File: config.mk
export PLATFORM = sky130hd
export DESIGN_NAME = reset_sequencer_flat
export DESIGN_NICKNAME = d
export VERILOG_FILES = /design/src/rtl/reset_sequencer_if.sv /design/src/rtl/reset_sequencer.sv /design/src/flat_wrapper.sv
export SDC_FILE = /design/constraint.sdc
export NUM_CORES = 1
export LEC_CHECK = 0
export BUFFER_PORTS_ARGS = -buffer_cell sky130_fd_sc_hd__buf_2
export CORE_ASPECT_RATIO = 0.8
export CORE_MARGIN = 10
export CORE_UTILIZATION = 49
export DETAILED_ROUTE_END_ITERATION = 8
export PLACE_DENSITY = 0.81
export SLEW_MARGIN = 10
export SYNTH_ARGS = -nofsm -noshare
export SYNTH_HDL_FRONTEND = slang
export SYNTH_SLANG_ARGS = --single-unit
File: constraint.sdc
create_clock -name clk -period 2.03 [get_ports clk]
set_input_delay 0.203 -clock clk [delete_from_list [all_inputs] [get_ports clk]]
set_output_delay 0.203 -clock clk [all_outputs]
set_load 0.1 [all_outputs]
File: src/rtl/reset_sequencer_if.sv
// Control/status bundle for reset_sequencer: restart/lock requests in, reset
// outputs and sequence status out. master = sequencer side, slave = consumer side.
interface reset_sequencer_if #(
    parameter int unsigned NUM_OUT = 2,
    parameter int unsigned CW      = 22
);
    logic               restart;
    logic               lock;
    logic [NUM_OUT-1:0] nrst;
    logic               busy;
    logic               done;
    logic [CW-1:0]      count;

    modport master (
        input  restart, lock,
        output nrst, busy, done, count
    );

    modport slave (
        output restart, lock,
        input  nrst, busy, done, count
    );
endinterface

File: src/rtl/reset_sequencer.sv
// Power-on / soft-reset sequencer: NUM_OUT active-low resets released at per-output
// counts after a common start. Optional macro RESET_SEQ_LOCK_EN gates counting on lock.
module reset_sequencer #(
    parameter int unsigned             NUM_OUT = 2,
    parameter int unsigned             CW      = 22,
    parameter logic [NUM_OUT*CW-1:0]   THRESH  = {22'd2000000, 22'd1500000},
    parameter logic [CW-1:0]           TERM    = 22'd4194303
) (
    input logic                clk,
    input logic                reset,
    reset_sequencer_if.master  bus
);

    typedef enum logic [1:0] {
        WAIT,
        COUNT,
        DONE
    } state_t;

    state_t             state;
    logic [CW-1:0]      count_q;
    logic [CW-1:0]      count_inc;
    logic [NUM_OUT-1:0] nrst_q;
    logic [NUM_OUT-1:0] past_thresh;
    logic               done_q;
    logic               busy_q;
    logic               lock_ok;
    logic               force_wait;

`ifdef RESET_SEQ_LOCK_EN
    assign lock_ok = bus.lock;
`else
    assign lock_ok = 1'b1;
`endif

    // Losing lock is handled exactly like a restart: the whole sequence goes back to WAIT.
    assign force_wait = reset | bus.restart | ~lock_ok;
    assign count_inc  = count_q + 1'b1;

    always_comb begin
        past_thresh = '0;
        for (int unsigned i = 0; i < NUM_OUT; i++) begin
            past_thresh[i] = (count_q > THRESH[i*CW +: CW]);
        end
    end

    always_ff @(posedge clk) begin
        if (force_wait) begin
            state   <= WAIT;
            count_q <= '0;
            nrst_q  <= '0;
            done_q  <= 1'b0;
            busy_q  <= 1'b1;
        end else begin
            nrst_q <= (state == WAIT) ? '0 : past_thresh;
            done_q <= (count_q == TERM);
            busy_q <= (count_q != TERM);
            case (state)
                WAIT, COUNT: begin
                    count_q <= count_inc;
                    state   <= (count_inc == TERM) ? DONE : COUNT;
                end
                DONE: begin
                    count_q <= TERM;
                    state   <= DONE;
                end
                default: begin
                    count_q <= '0;
                    state   <= WAIT;
                end
            endcase
        end
    end

    assign bus.nrst  = nrst_q;
    assign bus.done  = done_q;
    assign bus.busy  = busy_q;
    assign bus.count = count_q;

endmodule

File: src/flat_wrapper.sv
// flat-port wrapper written by rule: the top's interface ports become plain ports
module reset_sequencer_flat 
#(
    parameter int unsigned             NUM_OUT = 2,
    parameter int unsigned             CW      = 22,
    parameter logic [NUM_OUT*CW-1:0]   THRESH  = {22'd2000000, 22'd1500000},
    parameter logic [CW-1:0]           TERM    = 22'd4194303
)
  (clk, reset, bus_restart, bus_lock, bus_nrst, bus_busy, bus_done, bus_count);
  reset_sequencer_if #(.NUM_OUT(NUM_OUT), .CW(CW)) bus_i ();
  input logic clk;
  input logic reset;
  input wire logic [$bits(bus_i.restart)-1:0] bus_restart;
  input wire logic [$bits(bus_i.lock)-1:0] bus_lock;
  output wire logic [$bits(bus_i.nrst)-1:0] bus_nrst;
  output wire logic [$bits(bus_i.busy)-1:0] bus_busy;
  output wire logic [$bits(bus_i.done)-1:0] bus_done;
  output wire logic [$bits(bus_i.count)-1:0] bus_count;
  assign bus_i.restart = bus_restart;
  assign bus_i.lock = bus_lock;
  assign bus_nrst = bus_i.nrst;
  assign bus_busy = bus_i.busy;
  assign bus_done = bus_i.done;
  assign bus_count = bus_i.count;
  reset_sequencer #(.NUM_OUT(NUM_OUT), .CW(CW), .THRESH(THRESH), .TERM(TERM)) u_core (.clk(clk), .reset(reset), .bus(bus_i));
endmodule
==> results of run 1 <==
-- sequential cells by signal, summed over array words and instances (netlist names) --
name	count
u_core.bus.count	22
u_core.bus.nrst	2
u_core.state	2
u_core.bus.busy	1
u_core.bus.done	1
-- worst max-delay path by stage --
| stage | depth (start not counted) | slack (ps) | from | endpoint |
|---|---|---|---|---|
| 2_1_floorplan | 8 | -110 | u_core.bus.count[8]$_SDFF_PP0_ | u_core.state[0]$_SDFF_PP0_ |
| 6_report | 8 | 80 | u_core.bus.count[1]$_SDFF_PP0_ | u_core.state[0]$_SDFF_PP0_ |
| 4_1_cts | 6 | 20 | u_core.bus.count[3]$_SDFF_PP0_ | u_core.state[0]$_SDFF_PP0_ |
| 3_5_place_dp | 6 | 50 | u_core.bus.count[3]$_SDFF_PP0_ | u_core.state[0]$_SDFF_PP0_ |
| 3_3_place_gp | 6 | 90 | u_core.bus.count[3]$_SDFF_PP0_ | u_core.state[0]$_SDFF_PP0_ |
| 5_1_grt | 8 | -8 | u_core.bus.count[1]$_SDFF_PP0_ | u_core.state[0]$_SDFF_PP0_ |
-- area by class of cell --
type	count	area, sq um
multi-input cells	133	927
fillers	275	1160
repair buffers	39	223
flip-flops and latches	28	622
inverters	3	11.3
clock buffers	3	41.3
well taps	40	50.0
clock inverters	1	3.75
-- cells by family (layout without fill, tap and decap cells) --
group           Yosys count  count (layout)  share of synthesized area
fa+ha+maj                 3               3                     0.0244
xor+xnor                 21              21                      0.120
flops                    28              28                      0.365
compound gates           38              38                      0.147
buf+inv                  15              46                     0.0676
simple gates             71              71                      0.276
-- cells in the final DEF, fill, tap and decap left out, drive strengths merged, types with 2 or more instances in the layout --
master and count:
nand2 17, a21oi 3, or3 3, nor4 3, o21a 2, buf 39, xnor2 9, nor2 11
and3 3, dfxtp 28, ha 3, o31ai 2, and4 5, nand3 7, nor3b 2, a31oi 2
clkbuf 3, nand4 8, nor3 6, xor2 12, o2111ai 2, inv 3, o21ai 23
-- routing by layer --
layer  track usage  vias to the layer above  share of wire
met5             0                        -              0
met4        0.0223                        0         0.0073
met3        0.0345                        6          0.076
met2         0.211                       46           0.48
met1         0.171                      664           0.44
li1              -                      690              -
-- per-stage QoR --
| step | utilization | instance area (sq um) |
|---|---|---|
| after floorplan | - | 1620 |
| after global placement | 0.589 | 1790 |
| after detailed placement | 0.589 | 1790 |
| after CTS | 0.604 | 1840 |
| after global routing | 0.618 | 1880 |
| final | 0.618 | 1880 |
-- worst max-delay path, delay by kind of cell (launching register included) --
kind | cells | cell delay, ps
AO/OA/AOI/OAI | 2 | 360
XOR/XNOR | 1 | 140
adder cells (fa/ha/maj) | 1 | 170
buffers and inverters | 1 | 150
flip-flops | 1 | 390
AND/OR/NAND/NOR | 3 | 630
-- power breakdown --
| part | switching, mW | internal [mW] |
|---|---|---|
| registers | 0.00429 | 0.534 |
| clock network | 0.164 | 0.136 |
| logic | 0.0298 | 0.0102 |
| total | 0.198 | 0.680 |
==> flow_summary.toml, run 1 <==
[timing]
finalHoldViolCount = 0
fmax_mhz = 513
final_max_slew_viol_count = 0
tightestPinTransition_ps = 506
holdWs_ps = 253
setup_viol = 0
fin_ws_ps = 82.4
slew_headroom = 0.660
fin_crit_sh = 0.959
period_needed_ps = 1950
final.setup.tns_ps = 0
fin_skew_ps = 3.20

[setup_path]
cp_slowest_cell = "dfxtp_4"
r2r-end = "u_core.state[0]$_SDFF_PP0_"
crit_path_max_incr_delay_ps = 390
worstPathRequired_ps = 2210
crit_arrival_ps = 2120
r2r_slack_ps = 80
worstPathCellList = "ha_4, nand3_4, buf_4, xor2_1, nor4_2, o2111ai_1, or3_4, o21a_1"
cp-start-kind = "flop"
critPathCaptureType = "flop"
cp_max_fo = 6
rr_worst_depth = 8
r2r-start = "u_core.bus.count[1]$_SDFF_PP0_"
path_class = "reg -> reg"

[synthesis]
yosysSeqAreaShare = 0.365
yosysWarnings = 0
async_flop_share = 0
synth_seq_cells = 28
synthMostInstantiatedCell = "dfxtp_1"
postSynthAreaPerCell_sq_um = 8.73
synthTopCellsByCount = "28 x dfxtp_1, 23 x o21ai_0, 16 x nand2_1"
synth_top_area_cell = "dfxtp_1"
synth_area_leaders = "dfxtp_1 36%, o21ai_0 7.5%, xor2_1 6.8%, xnor2_1 5.1%, nand2_1 3.9%"
synthCells = 176
synth_top_area_share = 0.365
synth_enable_flop_cells = 0
syn-num-nets = 183
synth_area_sq_um = 1540
yosysUniqueCellTypes = 45
ys.flop_type = "dfxtp_1"

[clock_tree]
clk_pin_slew_worst_paths_ps = 90
cts_hold_buf = 0
cts-root-buf = "clkbuf_8"
cts_tree = "done"
cts-resized-gates = 0
clk_path_buf_depth = 2
h-tree-depth = 1
clock_latency_ps = 270
cts_buffers = 3
post_cts_buffers = 0
numClockSinks = 28

[cells_and_area]
nets = 215
antennaDiodeCount = 0
syn2layout_area_growth_pct = 22.2
drive_gt1_frac = 0.396
finalNonFillerCells = 247

[floorplanning]
initial_utilization = 0.505
die_w_um = 82.6
rows = 18
io_pins = 30
coreArea_sq_um = 3040
die-height_um = 70.1
die_area_sq_um = 5790

[worst_hold_path]
min_from = "reset"
hp-class = "in -> reg"
min_path_cells = 4
whs_endpoint = "u_core.bus.count[15]$_SDFF_PP0_"

[grt]
grt_use_total = 0.131
grt_pass1_vias = 1319
grt_overflow = 0
grt_antenna_before_repair = 0
grt_max_degree = 20
grt_pass1_wl_um = 6240

[placement]
pre_cts_slack_ps = 48.6
dpl.cell_count = 243
place.port_buffers = 28
gp_congestion = 0.863
dp_hpwl_um = 2830

[pwr]
peakVddDrop_mv = 0.515
finalPower_mw = 0.878
power_density_nw_per_um2 = 467
cellLeakagePower_nw = 0.752

[detailed_routing]
avgViaCountPerCell = 5.69
via_count = 1406
ant_nets = 0
drc = 0
routed_wirelength_um = 3840
drt-pass1-iter-count = 4
drtIter0Drc = 87
wl_per_cell_um = 15.5

[outcome]
status = "finished clean"

[job]
drv_cap = 0
(Power assumes the default switching activity.)
==> inputs of run 2 (changes only) <==
- GPL_TIMING_DRIVEN: not set -> 0
- MAX_ROUTING_LAYER: not set -> met4
- clock period: 2.03 -> 1.6 ns (I/O delays scaled with it)
==> run 2 against run 1 <==
  * The run now ends with negative setup slack left
  * Combinational power up 52%
  * Clock skew down 2.1 ps
  * Global-route usage increased by 3.0 points
  * Critical endpoint unchanged
  * Largest power group unchanged
==> flow_summary.toml, run 2 (same netlist as run 1, synthesis figures left out) <==
[detailed_routing]
wl_per_cell_um = 17.4
via_count = 1511
drt-pass1-iter-count = 4
drc = 0
avgViaCountPerCell = 5.75
drtIter0Drc = 160
ant_nets = 0
routed_wirelength_um = 4570

[job]
drv_cap = 0

[timing]
slew_headroom = 0.631
holdWs_ps = 222
period_needed_ps = 1980
final_max_slew_viol_count = 0
fin_skew_ps = 1.07
rsz0062_at_grt = "yes"
tightestPinTransition_ps = 550
fmax_mhz = 506
fin_crit_sh = 1.24
setup_viol = 6
finalHoldViolCount = 0
fin_ws_ps = -378

[floorplanning]
rows = 18
io_pins = 30
initial_utilization = 0.505
die_area_sq_um = 5790
coreArea_sq_um = 3040
die_w_um = 82.6
die-height_um = 70.1

[grt]
grt_use_total = 0.161
grt_max_degree = 16
grt_overflow = 0
grt_pass1_wl_um = 7330
grt_pass1_vias = 1506
grt_antenna_before_repair = 0

[clock_tree]
clk_pin_slew_worst_paths_ps = 90
cts_tree = "done"
numClockSinks = 28
cts-root-buf = "clkbuf_8"
h-tree-depth = 1
clock_latency_ps = 270
clk_path_buf_depth = 2
cts_hold_buf = 0
cts_buffers = 3

[outcome]
status = "complete, but fails checks"
violations = "negative setup slack"

[cells_and_area]
drive_gt1_frac = 0.466
antennaDiodeCount = 0
final_cell_mix = "28 x buf_2, 18 x buf_4, 17 x o21ai_0"
fin_util = 0.691
largest_reg_flops = 22
nets = 231
regArea_sq_um = 624
multi_input_comb_area_sq_um = 1010
syn2layout_area_growth_pct = 36.8
mostFrequentLayoutCell = "buf_2"
fillCellCount = 234

[setup_path]
crit_arrival_ps = 2150
worstPathRequired_ps = 1770
cp-start-kind = "flop"
path_class = "reg -> reg"
cp_max_fo = 5
critPathCaptureType = "flop"

[placement]
dp_hpwl_um = 2920
gp_congestion = 0.873
place.port_buffers = 28

[pwr]
peakVddDrop_mv = 0.631
cellLeakagePower_nw = 0.884
power_density_nw_per_um2 = 537

[worst_hold_path]
hp-class = "in -> reg"
run 2: path summary, 6_finish.rpt:
kind	startpoint	endpoint	slack [ps]	cells past startpoint
worst max-delay path	u_core.bus.count[0]$_SDFF_PP0_	u_core.state[0]$_SDFF_PP0_	-380	8
worst min-delay path	reset	u_core.bus.count[15]$_SDFF_PP0_	220	4
worst min register to register	u_core.bus.count[20]$_SDFF_PP0_	u_core.state[1]$_SDFF_PP0_	580	2
worst max register to register	u_core.bus.count[0]$_SDFF_PP0_	u_core.state[0]$_SDFF_PP0_	-380	8
run 2: final cells by class:
cell class	instances	share of cell area
buffer	8	0.0327
clock buffer	4	0.0214
inverter	3	0.00536
multi-input combinational	133	0.482
sequential	28	0.297
tap	40	0.0238
timing repair buffer	47	0.138
run 2: timing repair:
| action | CTS | global route |
|---|---|---|
| resized for setup | 12 | 17 |
| setup endpoints to repair | 8 | 13 |
| buffers inserted | 15 | 5 |
| cloned | 0 | 0 |
| pin swaps | 13 | 8 |
run 2: critical path: stages, from the launching register on:
cell       delay [ps]
dfxtp_4           390
ha_4              150
nand3_4           100
or2_1             250
buf_6             140
or3_4             330
a21oi_2           160
o2111ai_2         160
o21a_1            210
run 2: power by group:
group	leakage (nW)	switching, mW	internal, mW
Clock	0.0228	0.209	0.178
Sequential	0.241	0.00481	0.676
Combinational	0.620	0.0416	0.0193
run 2: stage by stage:
step	area [sq um]	instances	TNS, ps	power [mW]	worst slack (ps)
4_1_cts	2010	259	-873	1.14	-350
3_5_place_dp	1830	244	-1230	0.750	-455
2_1_floorplan	1640	176	-2380	0.735	-539
3_3_place_gp	1830	244	-1100	0.749	-445
6_report	2100	263	-1100	1.13	-378
5_1_grt	2100	263	-1630	1.17	-461
run 2: metal layers:
layer  track usage  share of wire  wire length (um)  vias up
li1              -              -                 -      721
met1         0.194           0.43              1970      723
met2         0.265           0.49              2230       59
met3        0.0396          0.070               319        8
met4        0.0334          0.011                50        0
met5             -              0                 0        -
==> inputs of run 3 (changes only) <==
- CORE_UTILIZATION: 49 -> 58
- CTS_CLUSTER_SIZE: not set -> 25
- PLACE_DENSITY: 0.81 -> 0.89
- clock period: 1.6 -> 2.37 ns (I/O delays scaled with it)
==> run 3 against run 2 <==
  * Largest power group unchanged
  * Sequential cell count did not move
  * Global-route usage is 0.10 points lower
  * Critical path type unchanged
  * Critical path depth unchanged
  * Clock power fell by 39%
  * Maximum frequency is 13% lower
  * Combinational power is 44% lower
  * Largest cell class unchanged
  * The run now ends clean
==> flow_summary.toml, run 3 (same netlist as run 1, synthesis figures left out) <==
[cells_and_area]
drive_gt1_frac = 0.332
antennaDiodeCount = 0
final_cell_mix = "30 x buf_2, 23 x o21ai_0, 16 x nand2_1"
mostFrequentLayoutCell = "buf_2"
fillCellCount = 217
nets = 216
largest_reg_flops = 22
syn2layout_area_growth_pct = 16.6
finalNonFillerCells = 244

[pwr]
power_frac_seq = 0.636
peakVddDrop_mv = 0.408
combPwrFrac = 0.046
clkPwrFrac = 0.318
power_switching_mw = 0.172
cellLeakagePower_nw = 0.739
p_sw_frac = 0.231
p_int_mw = 0.572
power_density_nw_per_um2 = 415

[detailed_routing]
drt-pass1-iter-count = 4
drtIter0Drc = 159
drc = 0
routed_wirelength_um = 3880
via_count = 1438
ant_nets = 0
avgViaCountPerCell = 5.89
wl_per_cell_um = 15.9

[setup_path]
worstPathCellList = "ha_1, nand3_4, or2_0, buf_6, or3_1, a21oi_1, o2111ai_1, o21a_1"
crit_path_start = "u_core.bus.count[1]$_SDFF_PP0_"
cp_max_fo = 8
r2r-start = "u_core.bus.count[1]$_SDFF_PP0_"
cp_slowest_cell = "dfxtp_4"
critPathCaptureType = "flop"
worstPathRequired_ps = 2630
rr_worst_depth = 8
cp-start-kind = "flop"
cp_top_family = "simple AND/OR/NAND/NOR gates"
r2r_slack_ps = 100
crit_path_max_incr_delay_ps = 420
r2r-end = "u_core.state[0]$_SDFF_PP0_"
path_class = "reg -> reg"
crit_buf_inv = 1
crit_arrival_ps = 2520

[floorplanning]
die_area_sq_um = 5120
die_w_um = 77.5
rows = 16
io_pins = 30
initial_utilization = 0.619
die-height_um = 66.0
coreArea_sq_um = 2480

[timing]
fin_crit_sh = 0.956
fin_skew_ps = 10.3
fin_ws_ps = 104
rsz0062_at_grt = "no"
final.setup.tns_ps = 0
fmax_mhz = 441
slew_headroom = 0.616
final_max_slew_viol_count = 0
setup_viol = 0
finalHoldViolCount = 0
period_needed_ps = 2270
tightestPinTransition_ps = 571

[clock_tree]
clk_path_buf_depth = 2
cts-root-buf = "clkbuf_4"
h-tree-depth = 1
numClockSinks = 28
post_cts_buffers = 0
cts_tree = "done"
clk_pin_slew_worst_paths_ps = 150
cts-resized-gates = 0
clock_latency_ps = 340
cts_buffers = 3
cts_hold_buf = 0

[worst_hold_path]
hp-class = "in -> reg"
whs_endpoint = "u_core.bus.count[15]$_SDFF_PP0_"
min_from = "reset"
min_path_cells = 4

[placement]
pre_cts_slack_ps = 135
gp_congestion = 0.914
dp_hpwl_um = 3020
dpl.cell_count = 240
place.port_buffers = 28

[grt]
grt_antenna_before_repair = 0
grt_overflow = 0
gr-usage-met2 = 0.244
top_usage_layer = "met2"
grt_pass1_vias = 1380
grt_use_total = 0.160
grt_pass1_wl_um = 6600
grt_max_degree = 16
grtUsageMet3 = 0.0476
grt.met1_usage = 0.199

[outcome]
status = "finished clean"

[job]
drv_cap = 0
-- run 3: power groups by stage --
| stage | sequential, mW | combinational [mW] | clock, mW |
|---|---|---|---|
| 2_1_floorplan | 0.494 | 0.0127 | 0 |
| 3_3_place_gp | 0.482 | 0.0329 | 0 |
| 3_5_place_dp | 0.483 | 0.0340 | 0 |
| 4_1_cts | 0.473 | 0.0341 | 0.250 |
| 5_1_grt | 0.474 | 0.0371 | 0.260 |
| 6_report | 0.473 | 0.0344 | 0.236 |
-- run 3: cell type report --
class	count	area (sq um)	share of cell area
Multi-Input combinational cell	133	872	0.487
Sequential cell	28	594	0.332
Timing Repair Buffer	28	140	0.0782
Buffer	12	92.6	0.0517
Tap cell	36	45.0	0.0251
Clock buffer	4	36.3	0.0203
Inverter	3	11.3	0.00628
-- run 3: layer usage --
metal / vias up / share of wire
li1: 697 / -
met1: 678 / 0.46
met2: 54 / 0.46
met3: 9 / 0.070
met4: 0 / 0.019
met5: - / 0
-- run 3: how the worst max path moves through the flow --
stage	endpoint	cells past startpoint
after floorplan	u_core.state[0]$_SDFF_PP0_	8
after global placement	u_core.state[0]$_SDFF_PP0_	8
after detailed placement	u_core.state[0]$_SDFF_PP0_	8
after CTS	u_core.state[1]$_SDFF_PP0_	8
after global routing	u_core.state[0]$_SDFF_PP0_	8
final	u_core.state[0]$_SDFF_PP0_	8
-- run 3: worst reg2reg max path: stages (launching register included) --
cell,delay [ps]
dfxtp_4,420
ha_1,280
nand3_4,130
or2_0,240
buf_6,150
or3_1,350
a21oi_1,160
o2111ai_1,220
o21a_1,230
-- run 3: metrics by stage --
stage	utilization	area, sq um	power [mW]	hold WS, ps
2_1_floorplan	-	1570	0.507	429
3_3_place_gp	0.707	1760	0.515	494
3_5_place_dp	0.707	1760	0.517	523
4_1_cts	0.722	1790	0.757	195
5_1_grt	0.722	1790	0.771	248
6_report	0.722	1790	0.743	228
